$ cat src/rtl/jacobian_sequencer_if.sv
// Trig request/acknowledge bus between the Jacobian
// sequencer and the shared trig unit.
interface jacobian_sequencer_if #(
  parameter int ANGLE_W = 16,
  parameter int TRIG_W  = 16
);
  logic                     trig_req;
  logic [ANGLE_W-1:0]       trig_angle;
  logic                     trig_ack;
  logic signed [TRIG_W-1:0] trig_sin;
  logic signed [TRIG_W-1:0] trig_cos;

  modport master (
    output trig_req, trig_angle,
    input  trig_ack, trig_sin, trig_cos
  );

  modport slave (
    input  trig_req, trig_angle,
    output trig_ack, trig_sin, trig_cos
  );
endinterface

$ cat src/rtl/jacobian_sequencer.sv
// Two-link SCARA Jacobian sequencer: fetches sin/cos of
// th1 and th1+th2 from a shared trig unit, forms 4 terms.
module jacobian_sequencer #(
  parameter int ANGLE_W = 16,
  parameter int LEN_W   = 14,
  parameter int TRIG_W  = 16,
  parameter int OUT_W   = 15,
  parameter int TIMEOUT = 255
) (
  input  logic                    clk,
  input  logic                    reset,
  input  logic                    start,
  input  logic [ANGLE_W-1:0]      theta1,
  input  logic [ANGLE_W-1:0]      theta2,
  input  logic [LEN_W-1:0]        l1,
  input  logic [LEN_W-1:0]        l2,
  jacobian_sequencer_if.master    trig,
  output logic                    busy,
  output logic                    done,
  output logic                    err,
  output logic signed [OUT_W-1:0] dx_dth1,
  output logic signed [OUT_W-1:0] dx_dth2,
  output logic signed [OUT_W-1:0] dy_dth1,
  output logic signed [OUT_W-1:0] dy_dth2
);

  localparam int CW = $clog2(TIMEOUT + 1);
  localparam int PW = LEN_W + 1 + TRIG_W;
  localparam int SW = OUT_W + 5;
  localparam logic signed [SW-1:0] MAXV =
    SW'((2 ** (OUT_W - 1)) - 1);
  localparam logic signed [SW-1:0] MINV = ~MAXV;

  typedef enum logic [2:0] {
    S_IDLE, S_REQ_A, S_GAP, S_REQ_B, S_CALC, S_OUT
  } state_t;

  state_t state, state_n;

  logic [ANGLE_W-1:0]       th1_q, th2_q;
  logic [LEN_W-1:0]         l1_q, l2_q;
  logic signed [TRIG_W-1:0] s1_q, c1_q, s12_q, c12_q;
  logic [CW-1:0]            wcnt;
  logic                     in_req, tmo;

  logic signed [PW-1:0] m1s, m2s, m1c, m2c;
  logic signed [SW-1:0] p1s, p2s, p1c, p2c;
  logic signed [SW-1:0] dx1, dy1;

  function automatic logic signed [OUT_W-1:0] sat(
    input logic signed [SW-1:0] v
  );
    if (v > MAXV)      sat = MAXV[OUT_W-1:0];
    else if (v < MINV) sat = MINV[OUT_W-1:0];
    else               sat = v[OUT_W-1:0];
  endfunction

  assign in_req = (state == S_REQ_A) || (state == S_REQ_B);
  // a late ack on the last allowed cycle still wins
  assign tmo = in_req && !trig.trig_ack &&
               (wcnt == CW'(TIMEOUT - 1));

  assign m1s = $signed({1'b0, l1_q}) * s1_q;
  assign m2s = $signed({1'b0, l2_q}) * s12_q;
  assign m1c = $signed({1'b0, l1_q}) * c1_q;
  assign m2c = $signed({1'b0, l2_q}) * c12_q;
  assign p1s = SW'(m1s >>> (TRIG_W - 2));
  assign p2s = SW'(m2s >>> (TRIG_W - 2));
  assign p1c = SW'(m1c >>> (TRIG_W - 2));
  assign p2c = SW'(m2c >>> (TRIG_W - 2));
  assign dx1 = -p1s - p2s;
  assign dy1 = p1c + p2c;

  // state register
  always_ff @(posedge clk) begin
    if (!reset) state <= S_IDLE;
    else        state <= state_n;
  end

  // next-state logic
  always_comb begin
    state_n = state;
    unique case (state)
      S_IDLE:  if (start) state_n = S_REQ_A;
      S_REQ_A: begin
        if (trig.trig_ack) state_n = S_GAP;
        else if (tmo)      state_n = S_IDLE;
      end
      S_GAP:   state_n = S_REQ_B;
      S_REQ_B: begin
        if (trig.trig_ack) state_n = S_CALC;
        else if (tmo)      state_n = S_IDLE;
      end
      S_CALC:  state_n = S_OUT;
      S_OUT:   state_n = S_IDLE;
      default: state_n = S_IDLE;
    endcase
  end

  // state-decoded outputs
  always_comb begin
    trig.trig_req   = in_req;
    trig.trig_angle = '0;
    if (state == S_REQ_A)
      trig.trig_angle = th1_q;
    else if (state == S_REQ_B)
      trig.trig_angle = th1_q + th2_q;
    done = (state == S_OUT);
    busy = (state != S_IDLE) || err;
  end

  // snapshot, trig results, wait counter and result registers
  always_ff @(posedge clk) begin
    if (!reset) begin
      th1_q   <= '0;
      th2_q   <= '0;
      l1_q    <= '0;
      l2_q    <= '0;
      s1_q    <= '0;
      c1_q    <= '0;
      s12_q   <= '0;
      c12_q   <= '0;
      wcnt    <= '0;
      err     <= 1'b0;
      dx_dth1 <= '0;
      dx_dth2 <= '0;
      dy_dth1 <= '0;
      dy_dth2 <= '0;
    end else begin
      err <= tmo;
      if (state == S_IDLE && start) begin
        th1_q <= theta1;
        th2_q <= theta2;
        l1_q  <= l1;
        l2_q  <= l2;
      end
      if (state == S_REQ_A && trig.trig_ack) begin
        s1_q <= trig.trig_sin;
        c1_q <= trig.trig_cos;
      end
      if (state == S_REQ_B && trig.trig_ack) begin
        s12_q <= trig.trig_sin;
        c12_q <= trig.trig_cos;
      end
      if (!in_req)
        wcnt <= '0;
      else if (!trig.trig_ack)
        wcnt <= wcnt + CW'(1);
      if (state == S_CALC) begin
        dx_dth1 <= sat(dx1);
        dx_dth2 <= sat(-p2s);
        dy_dth1 <= sat(dy1);
        dy_dth2 <= sat(p2c);
      end
    end
  end

endmodule

$ cat src/flat_wrapper.sv
// flat-port wrapper written by rule: the top's interface ports become plain ports
module jacobian_sequencer_flat 
#(
  parameter int ANGLE_W = 16,
  parameter int LEN_W   = 14,
  parameter int TRIG_W  = 16,
  parameter int OUT_W   = 15,
  parameter int TIMEOUT = 255
)
  (clk, reset, start, theta1, theta2, l1, l2, busy, done, err, dx_dth1, dx_dth2, dy_dth1, dy_dth2, trig_trig_req, trig_trig_angle, trig_trig_ack, trig_trig_sin, trig_trig_cos);
  jacobian_sequencer_if #(.ANGLE_W(ANGLE_W), .TRIG_W(TRIG_W)) trig_i ();
  input  logic clk;
  input  logic reset;
  input  logic start;
  input  logic [ANGLE_W-1:0] theta1;
  input  logic [ANGLE_W-1:0] theta2;
  input  logic [LEN_W-1:0] l1;
  input  logic [LEN_W-1:0] l2;
  output logic busy;
  output logic done;
  output logic err;
  output logic signed [OUT_W-1:0] dx_dth1;
  output logic signed [OUT_W-1:0] dx_dth2;
  output logic signed [OUT_W-1:0] dy_dth1;
  output logic signed [OUT_W-1:0] dy_dth2;
  output wire logic [$bits(trig_i.trig_req)-1:0] trig_trig_req;
  output wire logic [$bits(trig_i.trig_angle)-1:0] trig_trig_angle;
  input wire logic [$bits(trig_i.trig_ack)-1:0] trig_trig_ack;
  input wire logic [$bits(trig_i.trig_sin)-1:0] trig_trig_sin;
  input wire logic [$bits(trig_i.trig_cos)-1:0] trig_trig_cos;
  assign trig_trig_req = trig_i.trig_req;
  assign trig_trig_angle = trig_i.trig_angle;
  assign trig_i.trig_ack = trig_trig_ack;
  assign trig_i.trig_sin = trig_trig_sin;
  assign trig_i.trig_cos = trig_trig_cos;
  jacobian_sequencer #(.ANGLE_W(ANGLE_W), .LEN_W(LEN_W), .TRIG_W(TRIG_W), .OUT_W(OUT_W), .TIMEOUT(TIMEOUT)) u_core (.clk(clk), .reset(reset), .start(start), .theta1(theta1), .theta2(theta2), .l1(l1), .l2(l2), .trig(trig_i), .busy(busy), .done(done), .err(err), .dx_dth1(dx_dth1), .dx_dth2(dx_dth2), .dy_dth1(dy_dth1), .dy_dth2(dy_dth2));
endmodule
$ cat config.mk
export PLATFORM = sky130hd
export DESIGN_NAME = jacobian_sequencer_flat
export DESIGN_NICKNAME = d
export VERILOG_FILES = /design/src/rtl/jacobian_sequencer_if.sv /design/src/rtl/jacobian_sequencer.sv /design/src/flat_wrapper.sv
export SDC_FILE = /design/constraint.sdc
export NUM_CORES = 2
export LEC_CHECK = 0
export ABC_AREA = 1
export BUFFER_PORTS_ARGS = -buffer_cell sky130_fd_sc_hd__buf_2
export CORE_ASPECT_RATIO = 1.1
export CORE_UTILIZATION = 30
export DETAILED_ROUTE_END_ITERATION = 8
export GPL_ROUTABILITY_DRIVEN = 0
export MAX_ROUTING_LAYER = met4
export SLEW_MARGIN = 40
export SYNTH_ARGS = -nofsm -noshare
export SYNTH_HDL_FRONTEND = slang
export SYNTH_SLANG_ARGS = --single-unit
$ cat constraint.sdc
create_clock -name clk -period 10.3 [get_ports clk]
set_input_delay 0.515 -clock clk [delete_from_list [all_inputs] [get_ports clk]]
set_output_delay 0.515 -clock clk [all_outputs]
set_load 0.005 [all_outputs]
-- Word-level counts from Yosys, hierarchy flattened
Cells that the tools add are included.
- input bits: 96
- logic and storage cells: 66
- output and inout bits: 80
- bits in registers: 196
- eq/ne operators: 7
- magnitude comparators: 8
- $add $sub $neg: 6
- multiplexer cells: 15
- reductions and logical operators: 11
- multiply operators: 4
- operators with widths (kind ; number):
    multiplier 15 x 16 -> 31 bit ; 4
    2-to-1 mux 15 bit ; 8
    greater-than comparator 20 x 15 -> 1 bit (second input constant) ; 3
    < comparator 20 x 15 -> 1 bit (second input constant) ; 3
    negation 17 -> 20 bit ; 2
    2-to-1 mux 16 bit ; 2
    subtractor 20 x 17 -> 20 bit ; 1
    adder 17 x 17 -> 18 bit ; 1
    greater-than comparator 17 x 15 -> 1 bit (second input constant) ; 1
    < comparator 17 x 15 -> 1 bit (second input constant) ; 1
    adder 16 bit ; 1
    case mux 3 bit (5 select lines) ; 1
    2-to-1 mux 3 bit ; 4
    adder 8 x 1 -> 8 bit (second input constant) ; 1
    equality test 8 bit (second input constant) ; 1
    equality test 3 x 2 -> 1 bit (second input constant) ; 2
    equality test 3 bit (second input constant) ; 2
    logical AND 1 bit ; 5
    equality test 3 x 1 -> 1 bit (second input constant) ; 1
    logical NOT 3 bit ; 1
    nonzero test 3 bit ; 1
    logical OR 1 bit ; 2
    != test 2 bit (second input constant) ; 1
    AND reduction 2 bit ; 1
    logical NOT 1 bit ; 1

-- Longest topological paths before layout
- depth in word-level cells: 7
- mapped depth: 48
- mapped depth without buffers: 45

-- Worst setup path after synthesis
OpenSTA, ideal clock, no wires.
- path type: register to register
- start point: register u_core.l1_q[0]
- end point: register u_core.dx_dth1[12]
- period minus slack after synthesis: 7.857 ns
- path buffers: 3
- setup time: 0.117 ns
- path slack: 2.443 ns
- stages on the path, launching flop included: 47
- required time: 10.183 ns
- data arrival time: 7.740 ns
- cell sequence: dfxtp_1 clkbuf_1 buf_1 nand2_1 inv_1 fa_1 inv_1 fa_1 inv_1 fa_1 inv_1 fa_1 inv_1 fa_1 inv_1 fa_1 inv_1 ha_1 [11 not listed] xor2_1 ha_1 ha_1 nand2_1 nor3_1 nand3_1 nand2_1 a21oi_1 or2_2 nand2_1 nand2_1 inv_1 nand3_1 nand2_1 nand2_1 buf_2 a21oi_1 nor2_1
- word-level cells in the longest chain between the ends: 6
- elaborated cells on any way between the ends: 7
- classes of those cells: add/sub (2); mul (1); order compare (2); mux (2)
- RTL lines (element ; RTL line ; source):
    from (decl) ; jacobian_sequencer.sv:41 ; logic [LEN_W-1:0] l1_q, l2_q;
    from (signal assigned) ; jacobian_sequencer.sv:134 ; l1_q <= l1;
    multiplier 15 x 16 -> 31 bit (*) ; jacobian_sequencer.sv:63 ; assign m1s = $signed({1'b0, l1_q}) * s1_q;
    negation 17 -> 20 bit (*) ; jacobian_sequencer.sv:71 ; assign dx1 = -p1s - p2s;
    subtractor 20 x 17 -> 20 bit (*) ; jacobian_sequencer.sv:71 ;
    < comparator 20 x 15 -> 1 bit ; jacobian_sequencer.sv:54 ; else if (v < MINV) sat = MINV[OUT_W-1:0];
    2-to-1 mux 15 bit ; jacobian_sequencer.sv:54 ;
    2-to-1 mux 15 bit (*) ; jacobian_sequencer.sv:53 ; if (v > MAXV) sat = MAXV[OUT_W-1:0];
    to (signal assigned) ; jacobian_sequencer.sv:150 ; dx_dth1 <= sat(dx1);
    to (decl) ; jacobian_sequencer.sv:21 ; output logic signed [OUT_W-1:0] dx_dth1,
Mark *: on every way between the ends. The rest lies on a longest branch, timed or not.
A chain may end at the register's enable or synchronous reset.

-- Worst setup path after layout
- start point: register u_core.l1_q[8]
- end point: register u_core.dy_dth1[12]
- word-level cells in the longest chain between the ends: 5
- elaborated cells on any way between the ends: 6
- classes of those cells: add/sub (1); mul (1); order compare (2); mux (2)
- RTL lines (element ; RTL line ; source):
    multiplier 15 x 16 -> 31 bit (*) ; jacobian_sequencer.sv:65 ; assign m1c = $signed({1'b0, l1_q}) * c1_q;
    adder 17 x 17 -> 18 bit (*) ; jacobian_sequencer.sv:72 ; assign dy1 = p1c + p2c;
    < comparator 20 x 15 -> 1 bit ; jacobian_sequencer.sv:54 ;
    2-to-1 mux 15 bit ; jacobian_sequencer.sv:54 ;
    2-to-1 mux 15 bit (*) ; jacobian_sequencer.sv:53 ;
    to (signal assigned) ; jacobian_sequencer.sv:152 ; dy_dth1 <= sat(dy1);
    to (decl) ; jacobian_sequencer.sv:23 ; output logic signed [OUT_W-1:0] dy_dth1,
Marked as above.

==> impl_metrics.tcl <==
set metrics [dict create \
    clkPwrFrac_pct 21.1 \
    overflow 0 \
    setup.worst_path.start_class "flop" \
    synth_area_leaders "fa_1 (39%), inv_1 (14%), nand2_1 (12%)" \
    die_y_um 408 \
    clock_sinks 196 \
    rsz0062_at_grt "no" \
    worst_slew_pin_slew_ns 0.868 \
    setup_viol 0 \
    synth_flop_cell "dfxtp_1" \
    cts_setup_buffers 0 \
    ys_seq_area_share_pct 8.72 \
    area_growth_pct 7.71 \
    n_fill_cell 15600 \
    drt_iter0_drc 2273 \
    numCtsBuffers 17 \
    seqPwrFrac_pct 25.3 \
    synth_area_per_cell_um2 7.51 \
    ant_nets 0 \
    slew_viol_final 0 \
    synth_edf_count 0 \
    yosys_warnings 0 \
    synth-seq-cells 196 \
    insertion_delay_ns 0.53 \
    hold_depth 3 \
    path_max_fanout 18 \
    clock_path_buffers 2 \
    reg2reg_depth 27 \
    wl_mm 124 \
    diodes 0 \
    ys_top_cells_by_count "inv_1 (1694), nand2_1 (1390), fa_1 (871)" \
    skew_ns 0.0228 \
    power_density_nw_per_um2 75.3 \
    numPortBuffers 175 \
    rows 148 \
    dr.pass1.iters 5 \
    synthDistinctLibCells 50 \
    async_flop_share_pct 0 \
    clkTransAtPathRegs_ns 0.09 \
    cp-end-kind "flop" \
    p_sw_share_pct 49.0 \
    power.internal_mw 1.86 \
    start_util_pct 30.3 \
    arrival_ns 9.02 \
    h-tree-depth 4 \
    drive_gt1_share_pct 5.36 \
    synth_top_area_share_pct 38.8 \
    syn-instance-count 5989 \
    die_w_um 371 \
    cap_violations 0 \
    dp_hpwl_mm 104 \
    crit_type "flop to flop" \
    nets 7320 \
    syn_nets 7313 \
    relSlewSlack_pct 42.1 \
    via_count 36500 \
    cts_tree "done" \
    wire_per_inst_um 15.6 \
    hold_viol 0 \
    finalCriticalPeriod_ns 8.62 \
    comb_power_share_pct 53.7 \
    grt_start_max_net_pins 88 \
    status "complete, no violations" \
    dieArea_um2 152000 \
    viasPerCell 4.59 \
    max_freq_mhz 116 \
    first_global_vias 37800 \
    hold_class "primary input to flop" \
    syn-cell-area_um2 45000 \
    track_usage_pct 17.3 \
    power.leakage_nw 28.7 \
    ir_worst_vdd_v 0.000128 \
    coreArea_um2 148000 \
    fin_util_pct 32.7 \
    remaining_drc_errors 0 \
    switchingPower_mw 1.79 \
    post-route-period-util_pct 83.7 \
    holdBufCountCts 0 \
    cts-root-buf "clkbuf_16" \
    synth_largest_area_cell "fa_1" \
    io_pins 176 \
    cp_data_required_time_ns 10.69 \
    grt_pass1_wl_mm 202 \
    post-synth-top-count-cell "inv_1" \
    cts-resized-gates 0 \
    antenna_found_initial 0 \
    finalSetupTns_ns 0 \
]
critical path, cell delays in order (launching register included):
cell	delay, ns
dfxtp_1	0.87
buf_4	0.39
nand2_1	0.10
fa_1	0.54
fa_1	0.46
fa_1	0.54
inv_1	0.05
fa_1	0.45
fa_1	0.52
fa_1	0.42
ha_1	0.35
nand2_1	0.13
nor2_1	0.14
nand2_1	0.07
o2111ai_1	0.23
a21oi_1	0.18
o21ai_0	0.36
a21oi_1	0.16
o21ai_0	0.22
xor2_1	0.12
ha_1	0.36
nand2_1	0.11
o311ai_0	0.61
xor2_1	0.25
nand2_1	0.09
nor2_1	0.11
o21a_1	0.48
a21oi_1	0.13
state kept, by name (all words and copies together), names as in the netlist, 15 cells and up:
| name | count |
|---|---|
| u_core.c12_q | 16 |
| u_core.c1_q | 16 |
| u_core.dx_dth1 | 15 |
| u_core.dx_dth2 | 15 |
| u_core.dy_dth1 | 15 |
| u_core.dy_dth2 | 15 |
| u_core.s12_q | 16 |
| u_core.s1_q | 16 |
| u_core.th1_q | 16 |
| u_core.th2_q | 16 |
metrics by stage:
stage | total power, mW | hold slack, ns | std cells | instance area (um2) | setup WS [ns]
after floorplan | 2.32 | 0.428 | 5989 | 45000 | 2.44
after global placement | 2.85 | 0.442 | 7927 | 47800 | 1.73
after detailed placement | 2.87 | 0.446 | 7927 | 47800 | 1.69
after CTS | 3.67 | 0.226 | 7959 | 48500 | 1.69
after global routing | 3.97 | 0.250 | 7959 | 48500 | 0.989
final | 3.65 | 0.254 | 7959 | 48500 | 1.68
routing by layer:
layer	up-vias	global-route usage [%]	part of all wire, %
li1	17400	-	-
met1	18000	22.9	45
met2	1008	27.7	47
met3	135	2.56	6.4
met4	0	4.10	1.9
met5	-	-	0
worst paths after layout:
check	to	slack (ns)	from
max reg2reg	u_core.dy_dth1[12]$_SDFFE_PN0N_	1.68	u_core.l1_q[8]$_SDFFE_PN0P_
min reg2reg	u_core.th2_q[4]$_SDFFE_PN0P_	0.46	u_core.th2_q[4]$_SDFFE_PN0P_
max	u_core.dy_dth1[12]$_SDFFE_PN0N_	1.68	u_core.l1_q[8]$_SDFFE_PN0P_
min	u_core.th2_q[15]$_SDFFE_PN0P_	0.25	theta2[15]
power by group through the flow:
stage	Sequential, mW	Clock (mW)	Combinational, mW
floorplan	0.835	0	1.48
CTS	0.921	0.794	1.95
global placement	0.937	0	1.92
global route	0.931	0.816	2.22
detailed placement	0.939	0	1.93
finish	0.923	0.769	1.96
logic make-up (layout without fill, tap and decap cells):
group,after synthesis,in the layout,share of synthesized area (%)
AO/OA/AOI/OAI,596,596,7.16
adder cells (fa/ha/maj),1228,1228,48.7
XOR/XNOR,118,118,2.31
buffers and inverters,1944,1964,16.3
AND/OR/NAND/NOR,1907,1907,16.9
flip-flops,196,196,8.72
cell type report:
cell class	count	area (um2)	area share (%)
flip-flops and latches	196	3940	8.13
inverters	1706	6400	13.2
clock buffers	17	425	0.878
multi-input cells	3849	33800	69.7
repair buffers	226	1260	2.61
clock inverters	15	216	0.447
well taps	1950	2440	5.03
cells in the final DEF, fill, tap and decap left out, types with 4 or more instances in the layout:
cell,netlist,routed
inv_1,1694,1693
nand2_1,1390,1390
fa_1,871,871
ha_1,357,357
a21oi_1,296,296
nor2_1,271,269
o21ai_0,208,208
dfxtp_1,196,183
buf_2,6,174
nand3_1,143,142
xor2_1,69,69
buf_4,0,51
xnor2_1,48,48
nor3_1,30,30
nand4_1,24,24
o21bai_1,17,17
clkbuf_16,0,17
o21a_1,14,14
nand2_2,13,13
dfxtp_2,0,13
inv_2,10,12
o22ai_1,8,8
or2_2,8,8
nor4_1,7,7
a221oi_1,7,7
o211ai_1,7,7
nor2_2,6,7
a21o_1,6,6
o31ai_1,6,6
o2111ai_1,5,5
o21ai_1,4,4
o221ai_1,4,4
nor2_4,3,4
clkinv_8,0,4
inv_12,0,4
Note: power is estimated with default switching activity, not from simulation.
